[src/rtl/vs_argmax_stream.sv]
// Streaming per-frame arg-max / arg-min / abs-max reduction.
// Accepts FRAME_LEN signed samples one per cycle, then presents the winning
// value and its 0-based index until the downstream takes it.
module vs_argmax_stream #(
    parameter int unsigned WIDTH     = 32,
    parameter int unsigned FRAME_LEN = 16,
    parameter int unsigned IDX_W     = $clog2(FRAME_LEN)
) (
    input  logic             i_clock,
    input  logic             i_reset,
    input  logic [1:0]       i_mode,
    input  logic             i_in_valid,
    output logic             o_in_ready,
    input  logic [WIDTH-1:0] i_in_data,
    output logic             o_out_valid,
    input  logic             i_out_ready,
    output logic [WIDTH-1:0] o_out_value,
    output logic [IDX_W-1:0] o_out_index
);

    typedef enum logic {
        StAccum  = 1'b0,
        StOutput = 1'b1
    } state_t;

    localparam logic [1:0] ModeMax = 2'd0;
    localparam logic [1:0] ModeAbs = 2'd1;
    localparam logic [1:0] ModeMin = 2'd2;

    localparam logic [IDX_W-1:0] LastIdx = IDX_W'(FRAME_LEN - 1);

    state_t           r_state;
    state_t           w_state_next;
    logic [IDX_W-1:0] r_count;
    logic [1:0]       r_mode;
    logic [WIDTH-1:0] r_acc;
    logic [IDX_W-1:0] r_index;

    logic             w_ready;
    logic             w_valid;
    logic             w_accept;
    logic             w_first;
    logic             w_last;
    logic [1:0]       w_mode_norm;
    logic [1:0]       w_mode_eff;
    logic [WIDTH:0]   w_in_ext;
    logic [WIDTH:0]   w_mag_wide;
    logic [WIDTH-1:0] w_cand;
    logic             w_better;

    assign w_accept = i_in_valid & w_ready;
    assign w_first  = (r_count == '0);
    assign w_last   = (r_count == LastIdx);

    // Reserved mode 3 folds onto signed max before it is ever latched.
    assign w_mode_norm = (i_mode == 2'd3) ? ModeMax : i_mode;

    // Sample 0 uses the live mode; the rest of the frame uses the latched one.
    assign w_mode_eff = w_first ? w_mode_norm : r_mode;

    // One extra bit so the most negative input negates to 2^(WIDTH-1) cleanly.
    assign w_in_ext   = {i_in_data[WIDTH-1], i_in_data};
    assign w_mag_wide = w_in_ext[WIDTH] ? (~w_in_ext + {{WIDTH{1'b0}}, 1'b1}) : w_in_ext;

    assign w_cand = (w_mode_eff == ModeAbs) ? w_mag_wide[WIDTH-1:0] : i_in_data;

    // Strictly-better test against the running winner; ties keep the earlier index.
    always_comb begin
        w_better = 1'b0;
        case (w_mode_eff)
            ModeAbs: w_better = (w_mag_wide > {1'b0, r_acc});
            ModeMin: w_better = ($signed(i_in_data) < $signed(r_acc));
            default: w_better = ($signed(i_in_data) > $signed(r_acc));
        endcase
    end

    // FSM next state and handshake decode.
    always_comb begin
        w_state_next = r_state;
        w_ready      = 1'b0;
        w_valid      = 1'b0;
        case (r_state)
            StAccum: begin
                w_ready = 1'b1;
                if (i_in_valid && w_last) begin
                    w_state_next = StOutput;
                end
            end
            StOutput: begin
                w_valid = 1'b1;
                if (i_out_ready) begin
                    w_state_next = StAccum;
                end
            end
            default: w_state_next = StAccum;
        endcase
    end

    // FSM state register.
    always_ff @(posedge i_clock) begin
        if (i_reset) begin
            r_state <= StAccum;
        end else begin
            r_state <= w_state_next;
        end
    end

    // Sample counter, latched mode and running winner; only accepted samples move them.
    always_ff @(posedge i_clock) begin
        if (i_reset) begin
            r_count <= '0;
            r_mode  <= ModeMax;
            r_acc   <= '0;
            r_index <= '0;
        end else if (w_accept) begin
            r_count <= w_last ? '0 : (r_count + IDX_W'(1));
            if (w_first) begin
                r_mode  <= w_mode_norm;
                r_acc   <= w_cand;
                r_index <= '0;
            end else if (w_better) begin
                r_acc   <= w_cand;
                r_index <= r_count;
            end
        end
    end

    // Handshakes are forced low while reset is held so nothing moves during it.
    assign o_in_ready  = w_ready & ~i_reset;
    assign o_out_valid = w_valid & ~i_reset;
    assign o_out_value = r_acc;
    assign o_out_index = r_index;

endmodule
[config.mk]
export PLATFORM = sky130hd
export DESIGN_NAME = vs_argmax_stream
export DESIGN_NICKNAME = d
export VERILOG_FILES = /design/src/rtl/vs_argmax_stream.sv
export SDC_FILE = /design/constraint.sdc
export NUM_CORES = 1
export LEC_CHECK = 0
export CAP_MARGIN = 40
export CORE_MARGIN = 2
export CORE_UTILIZATION = 40
export DETAILED_ROUTE_END_ITERATION = 8
export PLACE_DENSITY = 0.67
export SLEW_MARGIN = 20
export SYNTH_ARGS = -nofsm -noshare
export SYNTH_HDL_FRONTEND = slang
export SYNTH_SLANG_ARGS = --single-unit
export TNS_END_PERCENT = 10
[constraint.sdc]
create_clock -name i_clock -period 14.8 [get_ports i_clock]
set_input_delay 2.96 -clock i_clock [delete_from_list [all_inputs] [get_ports i_clock]]
set_output_delay 2.96 -clock i_clock [all_outputs]
set_load 0.05 [all_outputs]
==> results_dict.tcl <==
set metrics [dict create \
    drive_gt1_frac 0.0475 \
    yosys_warnings 0 \
    gp_congestion 0.858 \
    placedCellCount 791 \
    io_buffers 75 \
    path_clk_slew_ns 0.06 \
    core_um2 11900 \
    drcViolationCount 0 \
    clk_latency_ns 0.29 \
    dp_hpwl_mm 9.89 \
    antenna_found_initial 0 \
    final_cells 800 \
    ys_ff_latch 43 \
    holdBufCountCts 0 \
    crit_fanout 15 \
    overflow 0 \
    post-route-period-util 0.579 \
    via_count 4630 \
    grt_max_degree 45 \
    synth-async-reset-ratio 0 \
    crit_type "in2reg" \
    wl_per_cell_um 16.3 \
    final-max-slew-violation-count 0 \
    fin_tns_setup_ns 0 \
    numCtsBuffers 5 \
    cts_resized 0 \
    clk_path_buf_depth 2 \
    layout_common_cells "clkdlybuf4s50_1, ha_1, nand2_1" \
    status "finished clean" \
    r2r_cells 13 \
    syn_area_um2 4820 \
    worst_pin_slew_ns 0.831 \
    cts-root-buf "clkbuf_16" \
    final_nets 758 \
    fill_cells 1145 \
    track_usage 0.206 \
    syn_to_final_growth_pct 19.0 \
    setup_viol 0 \
    cap_violations 0 \
    hp-class "reg2reg" \
    rsz0062_at_grt "no" \
    fp.dieH_um 114 \
    path_buf_inv 3 \
    post_drt_via_cell_ratio 5.79 \
    worstSetupPathDepth 19 \
    die_area_um2 12900 \
    finalCriticalPeriod_ns 8.57 \
    worst_path_largest_cell_delay_ns 0.70 \
    yosysSeqAreaShare 0.179 \
    drt_iter0_drc 261 \
    vdd_drop_max_v 0.0000574 \
    end_kind "register" \
    grt_pass1_vias 4449 \
    avgSynthCellArea_um2 8.00 \
    synth_cell_types 60 \
    n_antenna_cell 0 \
    wirelength_mm 13.0 \
    startpoint_type "primary input" \
    grt_pass1_wl_mm 21.8 \
    htree_levels 2 \
    ioPinCount 76 \
    initial_utilization 0.406 \
    fmax_ghz 0.117 \
    cp.arrival_ns 8.74 \
    power-per-cell-area_nw_per_um2 91.5 \
    drt_pass1_iterations 4 \
    final_common_cell "clkdlybuf4s50_1" \
    rows 40 \
    relSlewSlack 0.443 \
    total_power_mw 0.524 \
    synth_flop_cell "dfxtp_1" \
    crit_path_top_delay_cell "o31ai_4" \
    cts_tree "built" \
    synth_edf_count 0 \
    critical-path-top-delay-family "simple AND/OR/NAND/NOR gates" \
    hold_viol_final 0 \
    hold_depth 2 \
    skew_ns 0.00264 \
    syn_nets 708 \
    path_cells "clkdlybuf4s50_1, inv_1, ha_1, or4b_4, or3_1, nor2_1, nand4_1, o31ai_1, xnor2_1, ha_1, nand4_1, or4_1, nor4_1, a311oi_1, o21ai_0, o21ai_1, o31ai_4, buf_4, a211oi_1" \
    syn_inst 602 \
    cts_num_sinks 43 \
    p_leak_nw 2.13 \
    die_x_um 114 \
    ant_nets 0 \
    postCtsSetupRepairBufs 0 \
    worstPathRequired_ns 14.97 \
]
power by group:
| group | total (mW) | switching (mW) | internal (mW) |
|---|---|---|---|
| combinational | 0.258 | 0.162 | 0.0965 |
| clock | 0.131 | 0.0473 | 0.0840 |
| sequential | 0.135 | 0.00668 | 0.128 |
| total | 0.524 | 0.216 | 0.309 |
area by class of cell:
cell class / instances / area (um2) / share of cell area
Clock buffer: 6 / 139 / 0.0242
Tap cell: 147 / 184 / 0.0321
Multi-Input combinational cell: 476 / 3520 / 0.614
Timing Repair Buffer: 83 / 833 / 0.145
Sequential cell: 43 / 861 / 0.150
Inverter: 43 / 161 / 0.0282
Clock inverter: 2 / 35.0 / 0.00611
kinds of logic after synthesis:
logic type	after synthesis	synth area share
AND/OR/NAND/NOR	186	0.203
AO/OA/AOI/OAI	161	0.237
buffers and inverters	83	0.0930
adder cells (fa/ha/maj)	68	0.177
XOR/XNOR	59	0.107
flip-flops	43	0.179
multiplexers	2	0.00416
metal layers:
metal	routed length, um	vias up	GRT usage
met5	0	-	0
met4	198	0	0.0593
met3	752	11	0.0399
li1	-	2326	-
met1	5940	2164	0.272
met2	6120	129	0.342
state kept, by name, indices dropped and copies added (netlist names):
signal and cells:
r_count 4, o_out_index 4, r_mode 2, o_out_value 32
r_state 1
per-stage QoR:
stage,util,worst slack [ns],cell area [um2],hold WS [ns]
6_report,0.483,6.23,5730,0.507
5_1_grt,0.483,5.80,5730,0.537
4_1_cts,0.482,6.29,5720,0.507
3_5_place_dp,0.468,6.04,5550,0.495
3_3_place_gp,0.464,6.18,5510,0.482
2_1_floorplan,-,7.70,4820,0.463
path summary, 6_finish.rpt:
check / start / endpoint / slack, ns
worst min-delay path: r_mode[1] / r_mode[1] / 0.51
worst max register to register: r_count[0] / o_out_value[21] / 10.71
worst min register to register: r_mode[1] / r_mode[1] / 0.51
worst max-delay path: i_in_data[0] / o_out_value[21] / 6.23
Yosys cell counts (14+ instances only):
cell      instances  area share
a211oi_1         35       0.055
ha_1             68        0.18
inv_1            43       0.034
clkbuf_1         19       0.015
o31ai_1          14       0.022
nand2_1          63       0.049
nor2_1           29       0.023
nand4_1          24       0.031
dfxtp_1          43        0.18
a311oi_1         31       0.056
a21oi_1          27       0.028
o21ai_0          29       0.030
xnor2_1          55        0.10
worst min-delay path: stages (launching register included):
cell and delay, ns:
dfxtp_1 0.31, nor2_1 0.10, a211oi_1 0.05
No activity file was read; power rests on OpenSTA's default activity.
